[src/rtl/fb_pkg.sv]
// fb_pkg -- shared types and defaults for the filter-bank scheduler.
//   fb_state_t : scheduler FSM state encoding (IDLE, RUN, LATCH)
//   phase_t    : 6-bit tap/coefficient index
//   FB_PHASES_DEF / FB_NUM_BANDS_DEF : default parameter values
package fb_pkg;

    localparam int FB_PHASES_DEF    = 58;
    localparam int FB_NUM_BANDS_DEF = 16;
    localparam int FB_PHASE_W       = 6;

    typedef logic [FB_PHASE_W-1:0] phase_t;

    typedef enum logic [1:0] {
        ST_IDLE  = 2'd0,
        ST_RUN   = 2'd1,
        ST_LATCH = 2'd2
    } fb_state_t;

endpackage

[src/rtl/fb_phase_cnt.sv]
// fb_phase_cnt -- enabled modulo-MOD counter with terminal flag.
// Ports:
//   clock    : rising-edge clock
//   reset    : synchronous active-low reset (count -> 0)
//   clear    : synchronous clear to 0 (wins over en)
//   en       : advance by one; wraps MOD-1 -> 0
//   count    : current value
//   terminal : count == MOD-1
module fb_phase_cnt
    import fb_pkg::*;
#(
    parameter int MOD = FB_PHASES_DEF
)(
    input  logic                  clock,
    input  logic                  reset,
    input  logic                  clear,
    input  logic                  en,
    output logic [FB_PHASE_W-1:0] count,
    output logic                  terminal
);

    localparam phase_t LAST = phase_t'(MOD - 1);

    always_ff @(posedge clock) begin
        if (!reset) begin
            count <= '0;
        end else if (clear) begin
            count <= '0;
        end else if (en) begin
            count <= terminal ? '0 : count + phase_t'(1);
        end
    end

    assign terminal = (count == LAST);

endmodule

[src/rtl/fb_sched.sv]
// fb_sched -- sequencer for a serial-MAC filter bank.
// One accepted sample produces: a shift_en pulse, PHASES accumulate cycles
// (acc_clear on phase 0), then a one-cycle result_latch. The band outputs are
// then offered with out_valid until out_ready takes them.
//
// Handshakes: an input sample transfers on a cycle where in_valid & in_ready &
// clk_enable are all 1; a result set transfers on a cycle where
// out_valid & out_ready & clk_enable are all 1. in_valid is ignored while the
// scheduler is busy (RUN/LATCH).
//
// Ports:
//   clock, reset (sync, active-low), clk_enable (global advance qualifier)
//   in_valid / in_ready     : sample handshake
//   shift_en                : advance the shared delay pipeline
//   phase [5:0]             : tap/coefficient index
//   acc_clear, acc_en[]     : accumulator controls
//   result_latch            : band output registers capture accumulators
//   out_valid / out_ready   : result-set handshake
//   overrun                 : sticky, an unconsumed result set was overwritten
//   band_mask[] (only with FB_SCHED_BAND_MASK_EN) : per-sample band enable
//   state_dbg [1:0]         : current FSM state (fb_state_t encoding)
module fb_sched
    import fb_pkg::*;
#(
    parameter int PHASES    = FB_PHASES_DEF,
    parameter int NUM_BANDS = FB_NUM_BANDS_DEF
)(
    input  logic                 clock,
    input  logic                 reset,
    input  logic                 clk_enable,
    input  logic                 in_valid,
    output logic                 in_ready,
    output logic                 shift_en,
    output logic [5:0]           phase,
    output logic                 acc_clear,
    output logic [NUM_BANDS-1:0] acc_en,
    output logic                 result_latch,
    output logic                 out_valid,
    input  logic                 out_ready,
    output logic                 overrun,
`ifdef FB_SCHED_BAND_MASK_EN
    input  logic [NUM_BANDS-1:0] band_mask,
`endif
    output logic [1:0]           state_dbg
);

    fb_state_t            state, state_nxt;
    logic                 accept;
    logic                 cnt_en;
    logic                 cnt_last;
    logic [NUM_BANDS-1:0] band_en;

    // Phase counter: cleared on accept, advanced through RUN, but never
    // advanced on its terminal count so phase holds PHASES-1 until the next
    // sample arrives.
    fb_phase_cnt #(
        .MOD (PHASES)
    ) u_phase_cnt (
        .clock    (clock),
        .reset    (reset),
        .clear    (accept),
        .en       (cnt_en),
        .count    (phase),
        .terminal (cnt_last)
    );

`ifdef FB_SCHED_BAND_MASK_EN
    // Mask is captured with the sample so it stays stable for the whole run.
    always_ff @(posedge clock) begin
        if (!reset) begin
            band_en <= '1;
        end else if (accept) begin
            band_en <= band_mask;
        end
    end
`else
    assign band_en = '1;
`endif

    always_ff @(posedge clock) begin
        if (!reset) begin
            state <= ST_IDLE;
        end else if (clk_enable) begin
            state <= state_nxt;
        end
    end

    // Strobes are only ever raised with clk_enable high, so a stalled cycle
    // leaves the datapath untouched.
    always_comb begin
        state_nxt    = state;
        in_ready     = 1'b0;
        shift_en     = 1'b0;
        acc_clear    = 1'b0;
        acc_en       = '0;
        result_latch = 1'b0;
        accept       = 1'b0;
        cnt_en       = 1'b0;
        case (state)
            ST_IDLE: begin
                in_ready = 1'b1;
                if (in_valid && clk_enable) begin
                    accept    = 1'b1;
                    shift_en  = 1'b1;
                    state_nxt = ST_RUN;
                end
            end
            ST_RUN: begin
                if (clk_enable) begin
                    acc_en    = band_en;
                    acc_clear = (phase == '0);
                    if (cnt_last) begin
                        state_nxt = ST_LATCH;
                    end else begin
                        cnt_en = 1'b1;
                    end
                end
            end
            ST_LATCH: begin
                if (clk_enable) begin
                    result_latch = 1'b1;
                    state_nxt    = ST_IDLE;
                end
            end
            default: begin
                state_nxt = ST_IDLE;
            end
        endcase
    end

    // A new result set always wins over a same-cycle consume: out_valid stays
    // set. Overrun is only flagged when the old set was not being taken.
    always_ff @(posedge clock) begin
        if (!reset) begin
            out_valid <= 1'b0;
            overrun   <= 1'b0;
        end else if (clk_enable) begin
            if (result_latch) begin
                out_valid <= 1'b1;
                if (out_valid && !out_ready) begin
                    overrun <= 1'b1;
                end
            end else if (out_valid && out_ready) begin
                out_valid <= 1'b0;
            end
        end
    end

    assign state_dbg = state;

endmodule

[config.mk]
export PLATFORM = sky130hd
export DESIGN_NAME = fb_sched
export DESIGN_NICKNAME = d
export VERILOG_FILES = /design/src/rtl/fb_pkg.sv /design/src/rtl/fb_phase_cnt.sv /design/src/rtl/fb_sched.sv
export SDC_FILE = /design/constraint.sdc
export NUM_CORES = 1
export LEC_CHECK = 0
export BUFFER_PORTS_ARGS = -buffer_cell sky130_fd_sc_hd__buf_2
export CAP_MARGIN = 15
export CORE_UTILIZATION = 46
export DETAILED_ROUTE_END_ITERATION = 12
export PLACE_DENSITY = 0.88
export SLEW_MARGIN = 40
export SYNTH_ARGS = -nofsm -noshare
export SYNTH_HDL_FRONTEND = slang
export SYNTH_HIERARCHICAL = 1
export SYNTH_SLANG_ARGS = --single-unit
[constraint.sdc]
create_clock -name clock -period 3.31 [get_ports clock]
set_input_delay 0.4965 -clock clock [delete_from_list [all_inputs] [get_ports clock]]
set_output_delay 0.4965 -clock clock [all_outputs]
set_load 0.005 [all_outputs]
* Word-level counts from Yosys, hierarchy flattened
Index checks and enable logic that the tools add are counted.
** Operators by class
- Add/sub/neg operators :: 1
- Eq/ne operators :: 5
- Multiplexer cells :: 18
- Bitwise logic cells :: 1
- Reductions and logical operators :: 11
** Operators by type and width (number)
- two-way mux 16 bit :: 2
- two-way mux 1 bit :: 12
- adder 6 x 1 -> 6 bit, second input constant :: 1
- == test 6 bit, second input constant :: 1
- logical NOT 6 bit :: 1
- two-way mux 6 bit :: 1
- AND reduction 3 bit :: 2
- two-way mux 2 bit :: 2
- one-hot mux 2 bit (2 select lines) :: 1
- logical AND 1 bit :: 3
- == test 2 x 1 -> 1 bit, second input constant :: 1
- == test 2 bit, second input constant :: 1
- logical NOT 2 bit :: 1
- != test 2 x 1 -> 1 bit, second input constant :: 1
- != test 2 bit, second input constant :: 1
- AND reduction 2 bit :: 1
- nonzero test 2 bit :: 1
- OR reduction 2 bit :: 1
- logical NOT 1 bit :: 1
- NOT 1 bit :: 1
** Word-level totals
- Bits in registers :: 10
- Bits of input ports :: 5
- Output and inout bits :: 30
- Word-level logic and storage cells :: 40

* Depth between registers and ports, before layout
- Word-level depth :: 4
- Depth in mapped cells :: 9
- Mapped depth without buffers :: 8

* By module
Netlist, hierarchy kept.
** Modules (own cells, without submodules)
- fb_sched :: times used 1, cells each 38, area each 332.8 um2, seq. area each 80.1 um2
- fb_phase_cnt :: times used 1, cells each 37, area each 329.1 um2, seq. area each 120.1 um2

* Worst setup path before layout
OpenSTA, ideal clock, no wires.
- Path type :: input -> output
- Start :: input port clk_enable
- End :: output port acc_en[10]
- Arrival time :: 1.353 ns
- Data required time :: 2.813 ns
- Slack :: 1.461 ns
- Stages :: 3
- Buffers on the path :: 1
- Cell sequence :: nand2_1 nor2_1 buf_4
** Between the ends
- Word-level cells in the longest chain between the ends :: 2
** Ends and longest elaborated chain
- start: declaration :: line fb_sched.sv:30 : input logic clk_enable,
- two-way mux 16 bit :: line fb_sched.sv:109 : if (clk_enable) begin
- two-way mux 16 bit :: line fb_sched.sv:99 : case (state)
- end: declaration :: line fb_sched.sv:36 : output logic [NUM_BANDS-1:0] acc_en,
Every way passes these cells.

* Worst setup path in the final report
- Start :: register u_phase_cnt.count[1]
- End :: register u_phase_cnt.count[5]
** Between the ends
- Word-level cells in the longest chain between the ends :: 4
- Elaborated cells between the ends (all ways) :: 6
- Classes of those cells :: 1 x add/sub; 1 x eq/ne; 4 x mux
** Ends and longest elaborated chain
- start: declaration :: line fb_phase_cnt.sv:18 : output logic [FB_PHASE_W-1:0] count,
- start signal: assignment :: line fb_phase_cnt.sv:30 : count <= terminal ? '0 : count + phase_t'(1);
- == test 6 bit :: line fb_phase_cnt.sv:34 : assign terminal = (count == LAST);
- via cnt_last :: line fb_sched.sv:50 : logic cnt_last;
- two-way mux 1 bit :: line fb_sched.sv:112 : if (cnt_last) begin
- two-way mux 1 bit :: line fb_sched.sv:109
- two-way mux 1 bit :: line fb_sched.sv:99
- via cnt_en :: line fb_sched.sv:49 : logic cnt_en;
The timed path passes the listed nets, and every way through them passes these cells.
A chain may end at the register's enable or synchronous reset.

==> results.tsv <==
stage	metric	value	unit
hold_path	Hold Path Class	register to register	
timing	final hold slack	0.4935	ns
grt	pin count of the biggest net entering global routing	17	
grt	vias in the first global route	531	
timing	Setup Total Neg Slack	0	ns
clocking	cts hold-fix bufs	0	
timing	fin worst setup slack	1.124	ns
status	outcome	completed	
timing	final clock skew	0.003250	ns
clocking	Setup Fix Bufs, Post-CTS	0	
pwr	power density over the cells	355.8	nW/um2
grt	global-route wire length before repair	2152	um
floorplan	die area	1594	um2
cells_and_area	fill cell count	115	
placement	placed cell area	730.7	um2
pwr	cell internal pwr	0.2085	mW
cells_and_area	most common cell after layout, fill and taps aside	buf_2	
clocking	clock transition at the registers of the reported paths	0.07	ns
routing	Initial DRT Pass Iterations	3	
timing	Max Fclk	0.4575	GHz
timing	Fin. Hold Viols	0	
pwr	worst vdd ir	0.0002150	V
setup_path	R2R cell count	8	
timing	max-slew violation count	0	
pwr	Comb pwr share	14.3	%
routing	DRC	0	
logic_synthesis	syn nets	82	
setup_path	CP arrival	2.38	ns
pwr	sw power	0.06623	mW
setup_path	RR Endpoint	u_phase_cnt/count[5]$_SDFFE_PP0P_	
timing	post-route minimum period	2.186	ns
placement	hpwl dp	1048	um
routing	DR vias	594	
floorplan	chip height	39.93	um
cells_and_area	NumNets Final	105	
routing	vias per cell	5.304	
setup_path	Setup crit start	u_phase_cnt/count[1]$_SDFFE_PP0P_	
floorplan	Die W	39.93	um
placement	placed cell count	108	
pwr	Leakage	0.3897	nW
grt	GRT Total Usage	20.25	%
grt	initial antenna violation count	0	
placement	pre-CTS setup slack	0.9084	ns
floorplan	Core Rows	13	
setup_path	FF-to-FF Start	u_phase_cnt/count[1]$_SDFFE_PP0P_	
routing	WL final	1368	um
routing	wire per inst	12.21	um
setup_path	Setup crit end	u_phase_cnt/count[5]$_SDFFE_PP0P_	
clocking	Clk Latency, worst-skew pair	0.27	ns
routing	DRT iter0 DRCs	8	
cells_and_area	fraction of layout cells with a size suffix above 1	45.36	%
setup_path	R2R setup slack	1.12	ns
setup_path	WS Path Type	register to register	
logic_synthesis	Cell Area, Synth	661.9	um2
routing	antenna viol nets, final	0	
logic_synthesis	register bit total from synthesis	10	
timing	RSZ-0062 raised after global routing	false	
cells_and_area	Synth-to-Final Area Change	16.64	%
logic_synthesis	Mapped Cells	75	
timing	Worst Tran Pin Value	0.6060	ns
logic_synthesis	Synth async-reset ratio	0	%
pwr	register share of total power	45.9	%
logic_synthesis	Avg Inst Size Synth	8.825	um2
logic_synthesis	yosys warns	6	
cells_and_area	Post-Layout Cell Count	112	
logic_synthesis	EDFF count, synth	0	
cells_and_area	n_diodes	0	
pwr	clock power share	39.8	%
floorplan	Initial Util	50.24	%
floorplan	Core ar.	1318	um2
setup_path	CP max FO	9	
clocking	H-tree depth	1	
clocking	TritonCTS sink count	10	
clocking	post-cts resize count	0	
floorplan	I/O pins	35	
setup_path	CP endpoint kind	register	
setup_path	nature of the critical path startpoint	register	
cells_and_area	Core Util, Final	58.59	%
timing	relative slew slack	59.45	%
logic_synthesis	post-synthesis sequential area ratio	30.25	%
timing	part of the cycle the worst path needs	66.04	%
timing	Final setup viols	0	
flow_run	Max-Cap Viols	0	
clocking	Clock Path Buffers	2	
pwr	Tot Pwr	0.2747	mW
clocking	TritonCTS clock tree	built	
pwr	Sw Share	24.11	%
logic_synthesis	Synth Flop Type	dfxtp_1	
logic_synthesis	Synth cell types	35	
setup_path	WP data required	3.51	ns
clocking	Clock Tree Root	clkbuf_4	
grt	GRT overflow	0	
cells_and_area	cell area after layout	772.0	um2
placement	IO Port Bufs	34	
placement	gpl congestion	0.7740	
clocking	CTS buffer count	3	
cells_and_area	leading cell types in the layout, fill and taps excluded	buf_2, dfxtp_1, nor2_1	
## layer usage
layer  up-vias  global-route usage, %  share of wire [%]
met2        18                  35.89                 53
met5         -                      0                  0
met1       272                  21.28                 41
li1        302                      -                  -
met4         0                  3.448               0.29
met3         2                  10.56                5.4
## logic make-up after synthesis
family / Yosys count / share of synthesized area (%)
compound gates: 14 / 14.75
xor+xnor: 1 / 1.323
fa+ha+maj: 2 / 3.780
buf+inv: 18 / 19.28
flops: 10 / 30.25
mux: 1 / 1.701
simple gates: 29 / 28.92
## power by group through the flow
stage	Combinational, mW	Sequential, mW	Clock (mW)
5_1_grt	0.0448	0.127	0.121
4_1_cts	0.0394	0.126	0.112
2_1_floorplan	0.0338	0.128	0
3_5_place_dp	0.0393	0.129	0
6_report	0.0393	0.126	0.109
3_3_place_gp	0.0381	0.128	0
## state kept, by name (all words and copies together) (netlist names)
name,flops
u_phase_cnt/count,6
state_dbg,2
out_valid,1
overrun,1
## critical path, cell delays in order, from the launching register on
cell      delay, ns
dfxtp_1        0.40
inv_1          0.09
ha_1           0.18
nand3b_1       0.15
nor2_1         0.13
nor3_2         0.50
nand4_2        0.18
or3_1          0.34
a21oi_1        0.14
## final cells by class
cell class	count	area (um2)	share of cell area [%]
flip-flops and latches	10	200.2	25.93
clock buffers	4	36.28	4.700
well taps	15	18.77	2.431
multi-input cells	47	339.1	43.92
inverters	2	7.507	0.9724
repair buffers	34	170.2	22.04
## how the worst min path moves through the flow
| stage | start | endpoint | slack (ns) | cells after the start |
|---|---|---|---|---|
| 5_1_grt | reset | state_dbg[0]$_SDFFE_PN0P_ | 0.50 | 2 |
| 4_1_cts | overrun$_SDFFE_PN0P_ | overrun$_SDFFE_PN0P_ | 0.50 | 1 |
| 6_report | overrun$_SDFFE_PN0P_ | overrun$_SDFFE_PN0P_ | 0.49 | 1 |
| 2_1_floorplan | overrun$_SDFFE_PN0P_ | overrun$_SDFFE_PN0P_ | 0.47 | 1 |
| 3_5_place_dp | overrun$_SDFFE_PN0P_ | overrun$_SDFFE_PN0P_ | 0.47 | 1 |
| 3_3_place_gp | overrun$_SDFFE_PN0P_ | overrun$_SDFFE_PN0P_ | 0.46 | 1 |
## synthesized netlist by cell type (all sizes together), types with 2 or more instances
cell,number,area [um2]
a21oi,2,10.01
nor2b,2,12.51
nand2,3,13.77
dfxtp,10,200.2
a21boi,2,15.01
o21ai,3,15.01
nand3b,2,15.01
buf,16,120.1
and3b,2,18.77
nand3,3,15.01
and4bb,2,25.02
inv,2,7.510
ha,2,25.02
nor2,5,18.77
nand4,2,18.77
or3,2,12.51
Power figures use the tool's default switching activity.
